## src/rtl/note_player_if.sv

```systemverilog
// Note/duration handshake from the song reader, frequency ROM port and
// phase/sample outputs toward the sine path, bundled for note_player.
interface note_player_if #(
    parameter int PHASE_W = 22,
    parameter int STEP_W  = 20
);
    logic               play;
    logic [5:0]         note;
    logic [5:0]         duration;
    logic               new_note;
    logic               beat;
    logic               generate_next_sample;
    logic [STEP_W-1:0]  freq_step;
    logic [5:0]         freq_addr;
    logic               note_done;
    logic [PHASE_W-1:0] phase;
    logic               sample_valid;
    logic               rest;
    logic               busy;

    modport master (
        output play, note, duration, new_note, beat, generate_next_sample, freq_step,
        input  freq_addr, note_done, phase, sample_valid, rest, busy
    );

    modport slave (
        input  play, note, duration, new_note, beat, generate_next_sample, freq_step,
        output freq_addr, note_done, phase, sample_valid, rest, busy
    );
endinterface

```

## src/rtl/note_player.sv

```systemverilog
// Latches one note at a time, counts its beats and steps a phase accumulator
// per sample request; pulses note_done when the beats run out.
module note_player #(
    parameter int LOAD_DELAY = 2,
    parameter int PHASE_W    = 22,
    parameter int STEP_W     = 20
) (
    input logic          clk,
    input logic          reset,
    note_player_if.slave bus
);
    localparam int DLY_W = (LOAD_DELAY > 1) ? $clog2(LOAD_DELAY) : 1;
    localparam logic [DLY_W-1:0] DLY_INIT = DLY_W'(LOAD_DELAY - 1);

    typedef enum logic [2:0] {IDLE, ARM, FETCH, PLAYING, DONE_WAIT} state_t;

    state_t             state;
    logic [DLY_W-1:0]   dly;
    logic [5:0]         note_q;
    logic [5:0]         dur_q;
    logic [5:0]         beat_cnt;
    logic [PHASE_W-1:0] phase_q;
    logic               note_done_q;
    logic               sample_valid_q;
    logic               rest_q;
    logic               busy_q;
    logic               last_beat;

    // 7-bit compare so a beat count of 63 never aliases onto duration 0
    assign last_beat = ({1'b0, beat_cnt} + 7'd1) == {1'b0, dur_q};

    always_ff @(posedge clk) begin
        if (reset) begin
            state          <= IDLE;
            dly            <= '0;
            note_q         <= '0;
            dur_q          <= '0;
            beat_cnt       <= '0;
            phase_q        <= '0;
            note_done_q    <= 1'b0;
            sample_valid_q <= 1'b0;
            rest_q         <= 1'b0;
            busy_q         <= 1'b0;
        end else begin
            note_done_q    <= 1'b0;
            sample_valid_q <= 1'b0;
            case (state)
                IDLE: begin
                    // the first note of a song shows up without a new_note pulse
                    if (bus.new_note || (bus.play && bus.duration != 6'd0)) begin
                        dly    <= DLY_INIT;
                        busy_q <= 1'b1;
                        state  <= ARM;
                    end
                end
                ARM: begin
                    if (bus.new_note) begin
                        dly <= DLY_INIT;
                    end else if (dly == '0) begin
                        note_q   <= bus.note;
                        dur_q    <= bus.duration;
                        rest_q   <= (bus.note == 6'd0);
                        beat_cnt <= '0;
                        phase_q  <= '0;
                        state    <= FETCH;
                    end else begin
                        dly <= dly - 1'b1;
                    end
                end
                FETCH: begin
                    if (bus.new_note) begin
                        dly   <= DLY_INIT;
                        state <= ARM;
                    end else begin
                        state <= PLAYING;
                    end
                end
                PLAYING: begin
                    if (bus.new_note) begin
                        dly   <= DLY_INIT;
                        state <= ARM;
                    end else if (dur_q == 6'd0) begin
                        note_done_q <= 1'b1;
                        busy_q      <= 1'b0;
                        state       <= DONE_WAIT;
                    end else if (bus.play) begin
                        if (bus.generate_next_sample) begin
                            phase_q        <= rest_q ? '0 : phase_q + PHASE_W'(bus.freq_step);
                            sample_valid_q <= 1'b1;
                        end
                        if (bus.beat) begin
                            if (last_beat) begin
                                note_done_q <= 1'b1;
                                busy_q      <= 1'b0;
                                state       <= DONE_WAIT;
                            end else begin
                                beat_cnt <= beat_cnt + 1'b1;
                            end
                        end
                    end
                end
                DONE_WAIT: begin
                    if (bus.new_note) begin
                        dly    <= DLY_INIT;
                        busy_q <= 1'b1;
                        state  <= ARM;
                    end
                end
                default: begin
                    state  <= IDLE;
                    busy_q <= 1'b0;
                end
            endcase
        end
    end

    assign bus.freq_addr    = note_q;
    assign bus.note_done    = note_done_q;
    assign bus.phase        = phase_q;
    assign bus.sample_valid = sample_valid_q;
    assign bus.rest         = rest_q;
    assign bus.busy         = busy_q;
endmodule

```

## src/flat_wrapper.sv

```systemverilog
// flat-port wrapper written by rule: the top's interface ports become plain ports
module note_player_flat 
#(
    parameter int LOAD_DELAY = 2,
    parameter int PHASE_W    = 22,
    parameter int STEP_W     = 20
)
  (clk, reset, bus_play, bus_note, bus_duration, bus_new_note, bus_beat, bus_generate_next_sample, bus_freq_step, bus_freq_addr, bus_note_done, bus_phase, bus_sample_valid, bus_rest, bus_busy);
  note_player_if #(.PHASE_W(PHASE_W), .STEP_W(STEP_W)) bus_i ();
  input logic clk;
  input logic reset;
  input wire logic [$bits(bus_i.play)-1:0] bus_play;
  input wire logic [$bits(bus_i.note)-1:0] bus_note;
  input wire logic [$bits(bus_i.duration)-1:0] bus_duration;
  input wire logic [$bits(bus_i.new_note)-1:0] bus_new_note;
  input wire logic [$bits(bus_i.beat)-1:0] bus_beat;
  input wire logic [$bits(bus_i.generate_next_sample)-1:0] bus_generate_next_sample;
  input wire logic [$bits(bus_i.freq_step)-1:0] bus_freq_step;
  output wire logic [$bits(bus_i.freq_addr)-1:0] bus_freq_addr;
  output wire logic [$bits(bus_i.note_done)-1:0] bus_note_done;
  output wire logic [$bits(bus_i.phase)-1:0] bus_phase;
  output wire logic [$bits(bus_i.sample_valid)-1:0] bus_sample_valid;
  output wire logic [$bits(bus_i.rest)-1:0] bus_rest;
  output wire logic [$bits(bus_i.busy)-1:0] bus_busy;
  assign bus_i.play = bus_play;
  assign bus_i.note = bus_note;
  assign bus_i.duration = bus_duration;
  assign bus_i.new_note = bus_new_note;
  assign bus_i.beat = bus_beat;
  assign bus_i.generate_next_sample = bus_generate_next_sample;
  assign bus_i.freq_step = bus_freq_step;
  assign bus_freq_addr = bus_i.freq_addr;
  assign bus_note_done = bus_i.note_done;
  assign bus_phase = bus_i.phase;
  assign bus_sample_valid = bus_i.sample_valid;
  assign bus_rest = bus_i.rest;
  assign bus_busy = bus_i.busy;
  note_player #(.LOAD_DELAY(LOAD_DELAY), .PHASE_W(PHASE_W), .STEP_W(STEP_W)) u_core (.clk(clk), .reset(reset), .bus(bus_i));
endmodule
```

## config.mk

```make
export PLATFORM = sky130hd
export DESIGN_NAME = note_player_flat
export DESIGN_NICKNAME = d
export VERILOG_FILES = /design/src/rtl/note_player_if.sv /design/src/rtl/note_player.sv /design/src/flat_wrapper.sv
export SDC_FILE = /design/constraint.sdc
export NUM_CORES = 1
export LEC_CHECK = 0
export BUFFER_PORTS_ARGS = -buffer_cell sky130_fd_sc_hd__buf_2
export CAP_MARGIN = 20
export CORE_ASPECT_RATIO = 1.1
export CORE_MARGIN = 2
export CORE_UTILIZATION = 55
export CTS_CLUSTER_SIZE = 8
export DETAILED_ROUTE_END_ITERATION = 10
export GPL_TIMING_DRIVEN = 0
export PLACE_DENSITY = 0.81
export SETUP_SLACK_MARGIN = 0.2
export SYNTH_ARGS = -nofsm -noshare
export SYNTH_HDL_FRONTEND = slang
export SYNTH_SLANG_ARGS = --single-unit
```

## constraint.sdc

```tcl
create_clock -name clk -period 2.3 [get_ports clk]
set_input_delay 0.23 -clock clk [delete_from_list [all_inputs] [get_ports clk]]
set_output_delay 0.23 -clock clk [all_outputs]
set_load 0.02 [all_outputs]
```

==> results_tabular.tex <==
\begin{tabular}{lr}
\hline
Metric & Value \\
\hline
\multicolumn{2}{l}{\textbf{Logic synthesis}} \\
Total of warnings raised by yosys & 0 \\
Mean instance size in the synthesized netlist & around 8.2 um\^{}2 \\
FF+latch count, synth & 48 \\
Synth Flop Type & dfxtp\_1 \\
Synth Instances & 396 \\
Unique cell type count in the Yosys netlist & 64 \\
Share of async-settable or async-resettable flops after synthesis & 0\% \\
Leading area contributor after synthesis & dfxtp\_1 \\
Leading cell types by total area after synthesis & dfxtp\_1, ha\_1, nand2\_1 \\
Top-area cell type share of the netlist area & just under 30\% \\
Count of flip-flops with a built-in enable after synthesis & 0 \\
Post-Synthesis Cell Area & 3230 um\^{}2 \\
Sequential-to-total area share from yosys stat & between 20 and 30\% \\
Nets in the synthesized netlist & 456 \\
\multicolumn{2}{l}{\textbf{STA}} \\
Setup repair after global routing missed its margin & true \\
Number of setup violations in the final report & 0 \\
Worst slew pin tran & 0.562 ns \\
Max-slew headroom & 62.5\% \\
Period utilization & 92.1\% \\
Top achievable clock speed & about 0.47 GHz \\
Final-report max-slew violation count & 0 \\
Final critical delay including setup and external delays & 2.12 ns \\
Worst-case clock skew & about 0.0095 ns \\
Final-report hold violation count & 0 \\
\multicolumn{2}{l}{\textbf{Worst setup path}} \\
Crit path launch type & register \\
Kind of capture point of the worst setup path & register \\
Ordered list of cells on the worst path & ha\_4 -> buf\_6 -> nand3\_2 -> or3\_4 -> o211a\_4 -> a2111oi\_4 -> or3\_1 -> nand3\_1 \\
Worst path required time & roughly 2.5 ns \\
Worst Setup Path Type & register to register \\
Launching instance or port of the critical path & u\_core.bus.phase[9] \\
Endpoint of the worst setup timing path & u\_core.bus.phase[21] \\
Worst reg-to-reg setup slack & between 0.15 and 0.2 ns \\
Reg2reg end & u\_core.bus.phase[21] \\
Worst Reg-to-Reg Cells & 8 \\
Maximum fanout encountered on the critical timing path & 4 \\
Cell at the slowest stage of the critical path & dfxtp\_4 \\
Reg2reg start & u\_core.bus.phase[9] \\
Slowest stage delay, CP & 0.37 ns \\
Arrival time worst endpoint & 2.32 ns \\
\multicolumn{2}{l}{\textbf{Layout}} \\
Final cell count without fillers & $\sim$560 \\
Fraction of layout cells with a size suffix above 1 & roughly a third \\
Area added between synthesis and finish & 29.7\% \\
Area used by sequential logic in the layout & 982 um\^{}2 \\
Fill cell instance count of the final layout & 460 \\
Multi-input logic area & 2450 um\^{}2 \\
Fin area & approximately 4200 um\^{}2 \\
Post-layout nets & around 540 \\
Antenna diode count & 0 \\
\multicolumn{2}{l}{\textbf{Detailed routing}} \\
Wire length per cell & approximately 16 um \\
Post-DRT Antenna Nets & 0 \\
Detailed-route via count & $\sim$3400 \\
Remaining design rule violation count & 0 \\
DRC marker count from the first detailed-route iteration & 274 \\
Total length of routed wires & 8960 um \\
Via density per instance & 6.02 \\
Iteration count of the initial detailed-routing pass & 5 \\
\multicolumn{2}{l}{\textbf{Floorplanning}} \\
Floorplan row count & 29 \\
Width of the chip & 77.1 um \\
Initial Utilization & 56.4\% \\
Vertical die dimension & 84.4 um \\
IO Pins & 70 \\
Floorplan core area & 5730 um\^{}2 \\
Total die area & about 6500 um\^{}2 \\
\multicolumn{2}{l}{\textbf{Pwr}} \\
Leak Pwr & about 0.0018 uW \\
Power Dens Cells & 430 nW/um\^{}2 \\
Maximum VDD drop & 0.000271 V \\
\multicolumn{2}{l}{\textbf{Placed design}} \\
Port Buffer Count & between 60 and 70 \\
Final HPWL DP & 6170 um \\
Global placer's final weighted congestion & 0.887 \\
Post-DP Area & roughly 3700 um\^{}2 \\
Placed Cells & about 540 \\
\multicolumn{2}{l}{\textbf{Global route}} \\
Global-route wire length before repair & 14500 um \\
Total overflow reported by the global router & 0 \\
Number of antenna violations at the first check in global routing & 0 \\
Largest net degree at the start of global routing & 16 \\
Via count of the first global-routing pass & 3194 \\
Total routing usage reported by global routing & 26.8\% \\
\multicolumn{2}{l}{\textbf{Clocking}} \\
Maximum clock insertion buffer count & 2 \\
TritonCTS Sinks & 48 \\
Number of levels the H-tree was split into & 2 \\
Cell at the root of the clock tree & clkbuf\_8 \\
Total clock buffers created by CTS & 5 \\
TritonCTS clock tree & yes \\
Worst-Skew Late Latency & between 0.3 and 0.4 ns \\
Clock-pin slew of the registers on the worst-case setup and hold paths & 0.10 ns \\
\multicolumn{2}{l}{\textbf{Run status}} \\
Outcome & completed \\
\multicolumn{2}{l}{\textbf{Min path}} \\
Tightest Hold Check Type & input pin to register \\
\multicolumn{2}{l}{\textbf{Flow run}} \\
Number of max-cap violations & 0 \\
\hline
\end{tabular}
## cell usage in the layout, fill, tap and decap left out, types with 5 or more instances in the layout
cell type / synthesis / routed
ha_4: 0 / 11
a22oi_1: 7 / 7
nand4_1: 7 / 7
inv_1: 10 / 9
nand2_1: 52 / 52
nor3_1: 8 / 6
clkbuf_8: 0 / 6
o21ai_0: 22 / 17
a21oi_1: 34 / 31
xnor2_1: 18 / 15
o21ai_1: 2 / 7
nor2_1: 29 / 29
nor2b_1: 7 / 6
a22o_1: 6 / 6
buf_2: 5 / 72
buf_4: 0 / 13
clkbuf_1: 13 / 9
nand3_1: 9 / 8
o21a_1: 5 / 5
a31oi_1: 6 / 6
and3_1: 5 / 5
dfxtp_2: 0 / 8
ha_1: 21 / 10
a21o_1: 9 / 9
dfxtp_1: 48 / 37
## repair_timing
action	CTS	global route
resized for setup	25	40
endpoints found under the hold margin	0	0
hold buffers	0	0
setup buffers	8	4
setup endpoints to repair	18	39
pin swaps	16	20
## routing by layer
metal | up-vias | part of all wire, % | track usage, % | wire (um)
met1 | 1594 | 43 | 32.9 | 3840
met3 | 12 | 5.3 | 3.87 | 479
met5 | - | 0 | 0 | 0
met2 | 140 | 51 | 48.6 | 4530
li1 | 1635 | - | - | -
met4 | 0 | 1.2 | 8.12 | 111
## final cells by class
class,instances,share of cell area (%)
multi-input cells,320,58.4
flip-flops and latches,48,23.4
repair buffers,81,10.4
well taps,77,2.30
plain buffers,18,2.24
clock buffers,6,1.97
inverters,10,0.895
clock inverters,2,0.358
## how the worst min path moves through the flow
stage                                 start                       to  slack, ns  cells after the start
floorplan                   bus_duration[4]          u_core.dur_q[4]       0.37                      2
global placement    u_core.bus.freq_addr[4]  u_core.bus.freq_addr[4]       0.44                      2
detailed placement  u_core.bus.freq_addr[4]  u_core.bus.freq_addr[4]       0.45                      2
CTS                             bus_note[3]  u_core.bus.freq_addr[3]       0.16                      3
global route                    bus_note[4]  u_core.bus.freq_addr[4]       0.17                      3
finish                          bus_note[3]  u_core.bus.freq_addr[3]       0.17                      3
## synth_stat cells, types with 2 or more instances
cell        n
ha_1       21
o31ai_1     4
xor2_1      4
o21ai_2     2
o21ai_0    22
nand2b_1    4
nand3b_1    3
nor3_1      8
o21a_1      5
nand4_1     7
clkbuf_1   13
a221oi_1    3
a21boi_0    2
a31oi_1     6
a21o_1      9
nor2_1     29
nor4_2      2
or2_2       2
and3_1      5
xnor2_1    18
or3_1       4
dfxtp_1    48
and2_1      2
o2111a_1    2
inv_1      10
a211o_1     3
a22o_1      6
nand2_1    52
a22oi_1     7
nor2b_1     7
buf_2       5
a211oi_1    4
a2111oi_4   2
o21ai_1     2
a21oi_1    34
nand3_1     9
nor4_1      3
## registers in the layout (all words and copies together) (netlist names)
signal	count
u_core.dur_q	6
u_core.dly	1
u_core.bus.rest	1
u_core.bus.sample_valid	1
u_core.bus.note_done	1
u_core.state	3
u_core.beat_cnt	6
u_core.bus.busy	1
u_core.bus.phase	22
u_core.bus.freq_addr	6
## cells by family after synthesis
group                      synth area share, %
DFF                                       29.7
and+or+nand+nor                           22.1
muxes                                    0.658
buffers and inverters                     3.44
adders and majority gates                 8.74
xor gates and xnor gates                  5.96
AOI/OAI and AO/OA                         29.4
## power by group
part           internal, uW  total (uW)  switching (uW)
Clock                   244         545             301
Sequential              850         875            24.4
Combinational           156         385             229
## critical path, delay by kind of cell, from the launching register on
| kind | cells | cell delay [ns] |
|---|---|---|
| buf+inv | 1 | 0.11 |
| simple gates | 4 | 0.64 |
| fa+ha+maj | 1 | 0.26 |
| flops | 1 | 0.37 |
| compound gates | 2 | 0.63 |
## metrics by stage
stage | setup WS [ns] | setup TNS, ns | hold slack [ns] | util [%] | power, uW
5_1_grt | 0.0900 | 0 | 0.166 | 73.2 | 1900
2_1_floorplan | 0.183 | 0 | 0.366 | - | 1120
4_1_cts | 0.206 | 0 | 0.159 | 69.9 | 1800
6_report | 0.181 | 0 | 0.165 | 73.2 | 1810
3_3_place_gp | 0.0185 | 0 | 0.439 | 64.8 | 1220
3_5_place_dp | -0.0359 | -0.0359 | 0.446 | 64.8 | 1230
(Power assumes the default switching activity.)
